==> config.mk <==
export PLATFORM = sky130hd
export DESIGN_NAME = cbc_axi_wr_master
export DESIGN_NICKNAME = d
export VERILOG_FILES = /design/src/rtl/cbc_axi_wr_master.sv
export SDC_FILE = /design/constraint.sdc
export NUM_CORES = 1
export LEC_CHECK = 0
export BUFFER_PORTS_ARGS = -buffer_cell sky130_fd_sc_hd__buf_4
export CELL_PAD_IN_SITES_DETAIL_PLACEMENT = 1
export CELL_PAD_IN_SITES_GLOBAL_PLACEMENT = 2
export CORE_UTILIZATION = 30
export DETAILED_ROUTE_END_ITERATION = 8
export GPL_ROUTABILITY_DRIVEN = 0
export PLACE_DENSITY_LB_ADDON = 0.1
export SLEW_MARGIN = 20
export SYNTH_ARGS = -nofsm -noshare
export SYNTH_HDL_FRONTEND = slang
export SYNTH_SLANG_ARGS = --single-unit
export TNS_END_PERCENT = 100
==> constraint.sdc <==
create_clock -name aclk -period 8.9 [get_ports aclk]
set_input_delay 1.78 -clock aclk [delete_from_list [all_inputs] [get_ports aclk]]
set_output_delay 1.78 -clock aclk [all_outputs]
set_load 0.02 [all_outputs]
==> src/rtl/cbc_axi_wr_master.sv <==
// cbc_axi_wr_master: drains the CBC output stream into memory as AXI4 INCR bursts.
// Ports: wmst_* control/status, axis_slv_* 128-bit stream in, m_axi_* AW/W/B master.
module cbc_axi_wr_master #(
  parameter int MAX_BURST_LEN   = 16,
  parameter int MAX_OUTSTANDING = 4
) (
  input  logic          aclk,
  input  logic          areset_n,
  input  logic          wmst_req,
  input  logic [63:0]   wmst_xfer_addr,
  input  logic [63:0]   wmst_xfer_size,
  output logic          wmst_busy,
  output logic          wmst_done,
  output logic          wmst_error,
  input  logic          axis_slv_tvalid,
  output logic          axis_slv_tready,
  input  logic [127:0]  axis_slv_tdata,
  output logic          m_axi_awvalid,
  input  logic          m_axi_awready,
  output logic [63:0]   m_axi_awaddr,
  output logic [7:0]    m_axi_awlen,
  output logic [2:0]    m_axi_awsize,
  output logic [1:0]    m_axi_awburst,
  output logic          m_axi_wvalid,
  input  logic          m_axi_wready,
  output logic [127:0]  m_axi_wdata,
  output logic [15:0]   m_axi_wstrb,
  output logic          m_axi_wlast,
  input  logic          m_axi_bvalid,
  output logic          m_axi_bready,
  input  logic [1:0]    m_axi_bresp
);

  localparam int OW = $clog2(MAX_OUTSTANDING) + 1;
  localparam int PW =
    (MAX_OUTSTANDING > 1) ? $clog2(MAX_OUTSTANDING) : 1;
  localparam logic [OW-1:0] MOS = OW'(MAX_OUTSTANDING);
  localparam logic [PW-1:0] LAST_PTR = PW'(MAX_OUTSTANDING - 1);
  localparam logic [8:0]    MBL = 9'(MAX_BURST_LEN);

  typedef enum logic [1:0] {IDLE, RUN, DONE} state_t;

  state_t          state_q, state_d;
  logic [63:0]     addr_q;
  logic [59:0]     aw_rem_q;
  logic [OW-1:0]   out_q, out_d;
  logic [OW-1:0]   fcnt_q, fcnt_d;
  logic [PW-1:0]   wr_ptr_q, rd_ptr_q;
  logic [7:0]      fifo_mem [MAX_OUTSTANDING];
  logic [7:0]      beat_q;
  logic            err_q;

  logic            start, run, aw_pend;
  logic            fifo_ne, fifo_full;
  logic [8:0]      page, cap, len;
  logic [7:0]      head_len;
  logic            aw_hs, w_hs, last_hs, b_hs;
  logic            run_end;
  logic            unused_size_lsb;

  assign unused_size_lsb = ^wmst_xfer_size[3:0];

  assign start     = (state_q == IDLE) && wmst_req;
  assign run       = (state_q == RUN);
  assign aw_pend   = run && (aw_rem_q != '0);
  assign fifo_ne   = (fcnt_q != '0);
  assign fifo_full = (fcnt_q == MOS);
  assign head_len  = fifo_mem[rd_ptr_q];

  // Burst length: remaining beats, capped by the burst limit
  // and by the beats left before the next 4KB page.
  assign page = 9'd256 - {1'b0, addr_q[11:4]};
  assign cap  = (aw_rem_q < 60'(MAX_BURST_LEN)) ?
                aw_rem_q[8:0] : MBL;
  assign len  = (cap < page) ? cap : page;

  assign aw_hs   = m_axi_awvalid && m_axi_awready;
  assign w_hs    = m_axi_wvalid && m_axi_wready;
  assign last_hs = w_hs && m_axi_wlast;
  assign b_hs    = m_axi_bvalid && m_axi_bready;

  always_comb begin
    out_d = out_q;
    if (aw_hs && !b_hs)
      out_d = out_q + OW'(1);
    else if (!aw_hs && b_hs && out_q != '0)
      out_d = out_q - OW'(1);
  end

  always_comb begin
    fcnt_d = fcnt_q;
    if (aw_hs && !last_hs)
      fcnt_d = fcnt_q + OW'(1);
    else if (!aw_hs && last_hs)
      fcnt_d = fcnt_q - OW'(1);
  end

  assign run_end = (aw_rem_q == '0) && (fcnt_d == '0)
                && (out_d == '0);

  always_ff @(posedge aclk or negedge areset_n) begin
    if (!areset_n) state_q <= IDLE;
    else           state_q <= state_d;
  end

  always_comb begin
    state_d = state_q;
    unique case (state_q)
      IDLE: if (wmst_req)
              state_d = (wmst_xfer_size[63:4] == '0) ?
                        DONE : RUN;
      RUN:  if (run_end) state_d = DONE;
      DONE: state_d = IDLE;
      default: state_d = IDLE;
    endcase
  end

  always_comb begin
    wmst_busy       = (state_q != IDLE);
    wmst_done       = (state_q == DONE);
    wmst_error      = (state_q == DONE) && err_q;
    m_axi_awvalid   = aw_pend && (out_q < MOS) && !fifo_full;
    m_axi_awaddr    = aw_pend ? addr_q : '0;
    m_axi_awlen     = aw_pend ? 8'(len - 9'd1) : '0;
    m_axi_awsize    = 3'b100;
    m_axi_awburst   = 2'b01;
    // W is a pure pass-through gated by an issued burst.
    m_axi_wvalid    = axis_slv_tvalid && fifo_ne;
    axis_slv_tready = m_axi_wready && fifo_ne;
    m_axi_wdata     = fifo_ne ? axis_slv_tdata : '0;
    m_axi_wstrb     = 16'hFFFF;
    m_axi_wlast     = fifo_ne && (beat_q == head_len);
    m_axi_bready    = run;
  end

  always_ff @(posedge aclk or negedge areset_n) begin
    if (!areset_n) begin
      addr_q   <= '0;
      aw_rem_q <= '0;
      out_q    <= '0;
      fcnt_q   <= '0;
      wr_ptr_q <= '0;
      rd_ptr_q <= '0;
      beat_q   <= '0;
      err_q    <= 1'b0;
      for (int i = 0; i < MAX_OUTSTANDING; i++)
        fifo_mem[i] <= '0;
    end else if (start) begin
      addr_q   <= wmst_xfer_addr;
      aw_rem_q <= wmst_xfer_size[63:4];
      out_q    <= '0;
      fcnt_q   <= '0;
      wr_ptr_q <= '0;
      rd_ptr_q <= '0;
      beat_q   <= '0;
      err_q    <= 1'b0;
    end else begin
      out_q  <= out_d;
      fcnt_q <= fcnt_d;
      if (aw_hs) begin
        addr_q   <= addr_q + {51'b0, len, 4'b0};
        aw_rem_q <= aw_rem_q - 60'(len);
        fifo_mem[wr_ptr_q] <= 8'(len - 9'd1);
        wr_ptr_q <= (wr_ptr_q == LAST_PTR) ?
                    '0 : wr_ptr_q + PW'(1);
      end
      if (w_hs) begin
        if (m_axi_wlast) begin
          beat_q   <= '0;
          rd_ptr_q <= (rd_ptr_q == LAST_PTR) ?
                      '0 : rd_ptr_q + PW'(1);
        end else begin
          beat_q <= beat_q + 8'd1;
        end
      end
      if (b_hs && m_axi_bresp != 2'b00)
        err_q <= 1'b1;
    end
  end

  b_underflow: assert property (@(posedge aclk)
    disable iff (!areset_n) !(b_hs && out_q == '0));

endmodule

==> Word-level counts from Yosys, hierarchy flattened <==
Cells that the tools add are included.
{ "op_classes": {"addsub": 11, "order_cmp": 6, "eq_ne": 8, "mux": 37, "bitwise_logic": 3, "n_reduce_logical": 42} }
{ "ops": {"columns": ["op", "n"], "rows": [
  ["2-to-1 mux 64 bit", 3],
  ["2-to-1 mux 128 bit", 1],
  ["logical NOT 60 bit", 2],
  ["2-to-1 mux 60 bit", 2],
  ["adder 64 x 13 -> 64 bit", 1],
  ["< comparator 60 x 5 -> 1 bit, second input constant", 1],
  ["nonzero test 60 bit", 1],
  ["subtractor 60 x 9 -> 60 bit", 1],
  ["2-to-1 mux 8 bit", 7],
  ["bitwise mux 32 bit", 1],
  ["logical AND 1 bit", 21],
  ["2-to-1 mux 2 bit", 10],
  ["2-to-1 mux 3 bit", 6],
  ["2-to-1 mux 9 bit", 2],
  ["binary-select mux 8 bit (select 2 bit)", 1],
  ["demux 8 bit (select 2 bit)", 1],
  ["nonzero test 2 bit", 6],
  ["< comparator 9 bit", 1],
  ["subtractor 9 x 8 -> 9 bit, first input constant", 1],
  ["adder 8 x 1 -> 8 bit, second input constant", 1],
  ["equality test 8 bit", 1],
  ["subtractor 8 x 1 -> 8 bit, second input constant", 1],
  ["adder 3 x 1 -> 3 bit, second input constant", 2],
  ["equality test 2 bit, second input constant", 3],
  ["other kinds (18)", 30]
]} }
{ "word_totals": {"regBits": 177, "out_inout_bits": 229, "word_cells": 120} }

==> Longest topological paths before layout <==
Gate-level depths: netlist of the first run.
{ "logic_depth": {"word_depth": 15, "mapped_depth": 25, "mapped_depth_nobuf": 22} }

==> Worst setup path before layout of the first run <==
No wires, ideal clock.
{ "synth_path": {"kind": "reg-to-output", "startpoint": "register aw_rem_q[11]", "endpoint": "output port m_axi_awlen[4]", "arrival_ns": 4.555, "required_ns": 7.120, "setup_slack_ns": 2.565, "stages_incl_launch_ff": 19, "path_cell_list": "dfrtp_1 or4_4 nand4b_4 or4_1 nor2_4 inv_2 ha_1 a21oi_1 o21ai_0 a221oi_1 o31ai_1 a32o_1 inv_1 ha_1 clkbuf_1 a21oi_1 a311oi_1 a31oi_2 and2_1"} }
{ "synth_via": {"elab_chain_cells": 6} }
{ "synth_rtl": {"columns": ["item", "line_no", "text"], "rows": [
  ["start: declaration", "45", "logic [59:0] aw_rem_q;"],
  ["start signal: assignment", "150", "aw_rem_q <= wmst_xfer_size[63:4];"],
  ["start signal: assignment", "162", "aw_rem_q <= aw_rem_q - 60'(len);"],
  ["< comparator 60 x 5 -> 1 bit", "73", "assign cap = (aw_rem_q < 60'(MAX_BURST_LEN)) ?"],
  ["2-to-1 mux 9 bit", "73", null],
  ["< comparator 9 bit", "75", "assign len = (cap < page) ? cap : page;"],
  ["2-to-1 mux 9 bit", "75", null],
  ["subtractor 8 x 1 -> 8 bit", "124", "m_axi_awlen = aw_pend ? 8'(len - 9'd1) : '0;"],
  ["2-to-1 mux 8 bit *", "124", null],
  ["end: declaration", "21", "output logic [7:0] m_axi_awlen,"]
]} }
Every way passes the cells marked *; elsewhere a longest branch is shown, timed or not.

==> Worst setup path in the final report of the first run <==
{ "layout_path": {"startpoint": "register aw_rem_q[11]", "endpoint": "output port m_axi_awlen[7]"} }
Same word-level chain as after synthesis.

==> results of run 1 <==
==> logic make-up (layout without fill, tap and decap cells) <==
logic type / Yosys count / count (layout) / synth area share, %
DFF: 177 / 177 / 34.2
xor gates and xnor gates: 84 / 84 / 5.68
muxes: 25 / 25 / 2.33
adders and majority gates: 42 / 42 / 4.17
other: 2 / 25 / 0.0580
buffers and inverters: 159 / 553 / 5.36
AOI/OAI and AO/OA: 307 / 307 / 15.3
and+or+nand+nor: 785 / 785 / 32.9
==> state kept, by name, summed over array words and instances, names as in the netlist <==
register,cells
addr_q,64
aw_rem_q,60
fifo_mem,32
beat_q,8
fcnt_q,3
out_q,3
rd_ptr_q,2
state_q,2
wr_ptr_q,2
err_q,1
==> worst reg2reg max path, cell delays in order, from the launching register on <==
cell and delay (ns):
dfrtp_1 0.42, or4_4 0.59, nand4b_4 0.30, or4_1 0.70, nor2_4 0.27, inv_2 0.13
ha_1 0.35, a21oi_1 0.16, o21ai_0 0.17, a221oi_1 0.60, o31ai_2 0.33, a32o_1 0.43
ha_1 0.34, a21o_1 0.11, a21oi_1 0.09, o21bai_1 0.20, a21oi_1 0.25, or3_1 0.68
or3_1 0.56, or3_1 0.39, a31oi_1 0.16
==> placed cells by master, fill, tap and decap left out, types with 43 or more instances in the layout <==
cell     netlist  final
dfrtp_1      177    177
nor4_1        49     48
nor2_1       109    108
xnor2_1       44     44
and2_1       203    202
nand2_1      177    176
nand3_1       43     43
buf_4         24    481
o21ai_0      116    116
==> power breakdown <==
group	total, uW	internal (uW)	switching (uW)
Clock	747	396	351
Combinational	2660	1040	1610
Sequential	1170	980	193
Total	4580	2420	2160
==> through the flow <==
| stage | instances | total power (uW) | hold WS, ns | instance area, um^2 |
|---|---|---|---|---|
| final | 2537 | 4580 | 0.478 | 17400 |
| after global placement | 2506 | 3760 | 0.451 | 16800 |
| after detailed placement | 2506 | 3830 | 0.470 | 16800 |
| after CTS | 2536 | 4590 | 0.482 | 17400 |
| after global routing | 2537 | 4890 | 0.509 | 17400 |
| after floorplan | 1604 | 2830 | 0.437 | 13000 |
==> per-layer routing <==
| metal | up-vias | global-route usage (%) | part of all wire [%] |
|---|---|---|---|
| met4 | 6 | 5.61 | 1.4 |
| met3 | 54 | 5.27 | 5.6 |
| met5 | - | 0 | 0.084 |
| met1 | 6584 | 33.2 | 47 |
| li1 | 6381 | - | - |
| met2 | 364 | 38.2 | 46 |
==> how the worst max path moves through the flow <==
stage	from	to	slack, ns	cells after the start
after floorplan	aw_rem_q[11]$_DFFE_PN0P_	m_axi_awlen[4]	2.57	18
after global placement	aw_rem_q[11]$_DFFE_PN0P_	m_axi_awlen[6]	1.18	17
after detailed placement	aw_rem_q[11]$_DFFE_PN0P_	m_axi_awlen[6]	1.05	17
after CTS	aw_rem_q[11]$_DFFE_PN0P_	m_axi_awlen[6]	0.55	17
after global routing	aw_rem_q[11]$_DFFE_PN0P_	m_axi_awlen[6]	0.52	17
final	aw_rem_q[11]$_DFFE_PN0P_	m_axi_awlen[7]	0.74	15
==> cell type report <==
| class | instances | share of cell area (%) |
|---|---|---|
| inverters | 40 | 0.863 |
| well taps | 539 | 3.87 |
| multi-input cells | 1268 | 45.8 |
| repair buffers | 483 | 20.9 |
| clock inverters | 10 | 0.496 |
| clock buffers | 20 | 2.62 |
| flip-flops and latches | 177 | 25.4 |
==> impl_metrics.ini, run 1 <==
[run_status]
status = finished clean

[pwr]
power.density_nw_per_um2 = 263
leakage_uw = 0.00779
vdd_drop_max_mv = 0.160

[final_layout]
syn2layout_area_growth_pct = 34.4
seqCellArea_um2 = 4430
multi_input_area_um2 = 7970
drive_gt1_share_pct = 27.8
finalNetCount = 2294
diodes = 0
fill_cells = 5071
utilization_pct = 41.2

[yosys]
ys_warn_count = 0
synth_top_area_share_pct = 34.2
synthCells = 1581
synthArstFlopShare_pct = 100
avgSynthCellArea_um2 = 8.19
synth-edff-count = 0
yosysMostFrequentCell = and2_1
syn_area_um2 = 12900
ys_top_cells_by_count = and2_1, dfrtp_1, nand2_1, o21ai_0, nor2_1
synth_cell_types = 78
synthTopCellsByArea = dfrtp_1, and2_1, nand2_1
yosys.area.top_type = dfrtp_1
yosysSeqAreaShare_pct = 34.2
ys_ff_latch = 177
synth_ff_type = dfrtp_1

[critical_path]
critPathKind = flop to output port
path_cells = or4_4 > nand4b_4 > or4_1 > nor2_4 > inv_2 > ha_1 > a21oi_1 > o21ai_0 > a221oi_1 > o31ai_2 > a32o_1 > o31a_1 > o21ai_0 > a21oi_1 > buf_4
r2r_start = aw_rem_q[11]$_DFFE_PN0P_
critPathBufInv = 2
end_kind = output port
reg2reg_setup_slack_ns = 1.62
required_ns = 7.12
cpLargestDelayFamily = compound AO/OA/AOI/OAI gates
cpPeakStageDelay_ns = 0.69
critPathArrivalTime_ns = 6.38
start_kind = flop
critPathMaxFanout = 11
cp_slowest_cell = or4_1
worst-r2r-cell-count = 20
r2r-end = addr_q[43]$_DFFE_PN0P_

[floorplanning]
rows = 75
ioPinCount = 494
initial_core_util_pct = 30.7
core_um2 = 42200
dieArea_um2 = 44000
die_y_um = 210
die_w_um = 210

[cts]
postCtsSetupBuffers = 0
ctsHoldBuffers = 0
cts_buffers = 17
clkSlewWorstSetupHoldPaths_ns = 0.07
clk_latency_ns = 0.46
cts_tree = built
h-tree-depth = 4
cts_resized = 0
cts-root-buf = clkbuf_16
clk_path_buf_depth = 2
cts_sinks = 177

[timing]
fin_setup_tns_ns = 0
tightestPinTransition_ns = 1.06
setup_viol = 0
post-route-period-util_pct = 91.7
maxSlewViolCount = 0
period_needed_ns = 8.16
relSlewSlack_pct = 29.4
finalHoldViolations = 0
fin_ws_ns = 0.742
fmax_mhz = 123
rsz0062_at_grt = false
finClkSkew_ns = 0.0111

[drt]
drt-initial-drc-count = 731
wirelength_mm = 53.5
vias = 13389
route.detailed.drc = 0
first_pass_iters = 5
avgViaCountPerCell = 5.28
ant_nets = 0
wl_per_cell_um = 21.1

[hold_path]
holdPathEnd = addr_q[3]$_DFFE_PN0P_
min_path_cells = 2
min_from = addr_q[3]$_DFFE_PN0P_
hold_path.class = flop to flop

[placed_design]
hpwlAfterDp_mm = 39.9
preCtsSetupSlack_ns = 1.05
port_buffers = 468

[global_route]
antenna_found_initial = 3
grt_remaining_overflow = 0
first_global_vias = 13843
grt_pass1_wl_mm = 82.1
grt_usage_pct = 24.1
grt_max_degree = 135

[job]
maxCapViolCount = 0
No activity file was read; power rests on OpenSTA's default activity.
==> run 2: changes to the inputs <==
Settings changed: RECOVER_POWER set to 100.
==> run 2 against run 1 <==
  * The flow now finishes with violations (max-capacitance violations, max-slew violations)
  * Fmax shrank 0.55%
  * First-iteration DRC count grew 6.3%
  * Die area is the same
  * Via count grew 0.12%
  * Design area shrank 2.6%
  * Utilization shrank 1.1 points
  * Routed wire length is essentially flat
  * Clock skew shrank 0.00050 ns
  * Critical path type unchanged
  * Largest cell class unchanged
  * Highest routed layer unchanged
==> impl_metrics.ini, run 2 (synthesis results as in run 1) <==
[timing]
post-route-period-util_pct = 92.2
fin_ws_ns = 0.697
finalHoldViolations = 0
fin_setup_tns_ns = 0
finClkSkew_ns = 0.0106
setup_viol = 0
period_needed_ns = 8.20
maxSlewViolCount = 532
fmax_mhz = 122
relSlewSlack_pct = -166
tightestPinTransition_ns = 3.95
rsz0062_at_grt = false
holdWs_ns = 0.480

[placed_design]
hpwlAfterDp_mm = 39.9
preCtsSetupSlack_ns = 1.05
port_buffers = 468

[pwr]
power_uw = 4440
leakage_uw = 0.00731
power.density_nw_per_um2 = 262
vdd_drop_max_mv = 0.161

[drt]
route.detailed.drc = 0
ant_nets = 0
wl_per_cell_um = 21.1
wirelength_mm = 53.5
vias = 13405
avgViaCountPerCell = 5.28
first_pass_iters = 5
drt-initial-drc-count = 777

[final_layout]
drive_gt1_share_pct = 22.3
diodes = 0
finalNetCount = 2294
largest_reg_flops = 64
layout_commonest_cell = buf_4
syn2layout_area_growth_pct = 30.9
reg_top3 = addr_q: 64 flops, aw_rem_q: 60 flops, fifo_mem: 32 flops
top_register = addr_q
layout_common_cells = buf_4, dfrtp_1, nand2_1
utilization_pct = 40.1

[cts]
clkSlewWorstSetupHoldPaths_ns = 0.07
clk_latency_ns = 0.45
postCtsSetupBuffers = 0
cts_resized = 0
clk_path_buf_depth = 2
cts_tree = built
h-tree-depth = 4
cts-root-buf = clkbuf_16
ctsHoldBuffers = 0
cts_sinks = 177
cts_buffers = 17

[floorplanning]
rows = 75
ioPinCount = 494
dieArea_um2 = 44000
die_y_um = 210
die_w_um = 210
initial_core_util_pct = 30.7
core_um2 = 42200

[run_status]
failed_checks = max-capacitance violations, max-slew violations
status = complete, but fails checks

[job]
maxCapViolCount = 10

[global_route]
first_global_vias = 13843
grt_pass1_wl_mm = 82.1
antenna_found_initial = 3
grt_usage_pct = 24.1
grt_remaining_overflow = 0
grt_max_degree = 135

[critical_path]
required_ns = 7.12
critPathKind = flop to output port
critPathMaxFanout = 11
critPathArrivalTime_ns = 6.42
end_kind = output port
start_kind = flop

[hold_path]
hold_path.class = flop to flop
-- run 2: layout make-up --
class	count	area (um^2)
tap	539	674
multi-input combinational	1268	7900
inverter	40	150
sequential	177	4430
fill	5111	25300
clock inverter	10	86.3
timing repair buffer	483	3250
clock buffer	20	457
-- run 2: routing by layer --
layer  part of all wire (%)  vias to the layer above  GRT usage (%)
li1                       -                     6373              -
met1                     47                     6652           33.2
met2                     46                      324           38.2
met3                    5.5                       50           5.27
met4                    1.4                        6           5.61
met5                  0.084                        -              0
-- run 2: final timing paths --
| path | end | slack [ns] | startpoint | cells after the start |
|---|---|---|---|---|
| worst min-delay path | addr_q[3]$_DFFE_PN0P_ | 0.48 | addr_q[3]$_DFFE_PN0P_ | 2 |
| worst min register to register | addr_q[3]$_DFFE_PN0P_ | 0.48 | addr_q[3]$_DFFE_PN0P_ | 2 |
| worst max-delay path | m_axi_awlen[7] | 0.70 | aw_rem_q[11]$_DFFE_PN0P_ | 15 |
| max in group asynchronous | fifo_mem[28]$_DFFE_PN0P_ | 2.14 | areset_n | 2 |
| worst max register to register | aw_rem_q[59]$_DFFE_PN0P_ | 1.08 | aw_rem_q[11]$_DFFE_PN0P_ | 22 |
| min in group asynchronous | addr_q[7]$_DFFE_PN0P_ | 2.59 | areset_n | 1 |
-- run 2: critical path: stages, from the launching register on --
cell and delay, ns:
dfrtp_1 0.41, or4_1 0.65, nand4b_4 0.32, or4_1 0.69, nor2_4 0.23, inv_1 0.17
ha_1 0.36, a21oi_1 0.16, o21ai_0 0.17, a221oi_1 0.59, o31ai_2 0.31, a32o_1 0.42
o31a_1 0.34, o21ai_0 0.67, a21oi_1 0.23, clkbuf_1 0.24
-- run 2: through the flow --
stage,std cells,cell area [um^2]
2_1_floorplan,1604,13000
3_5_place_dp,2506,16800
3_3_place_gp,2506,16800
6_report,2537,16900
5_1_grt,2537,16900
4_1_cts,2536,17400
-- run 2: report_power, final --
group          leakage, uW  total (uW)  internal, uW  switching [uW]
Sequential         0.00224        1170           981             192
Clock             0.000275         744           396             348
Combinational      0.00479        2520           926            1600
Total              0.00731        4440          2300            2140
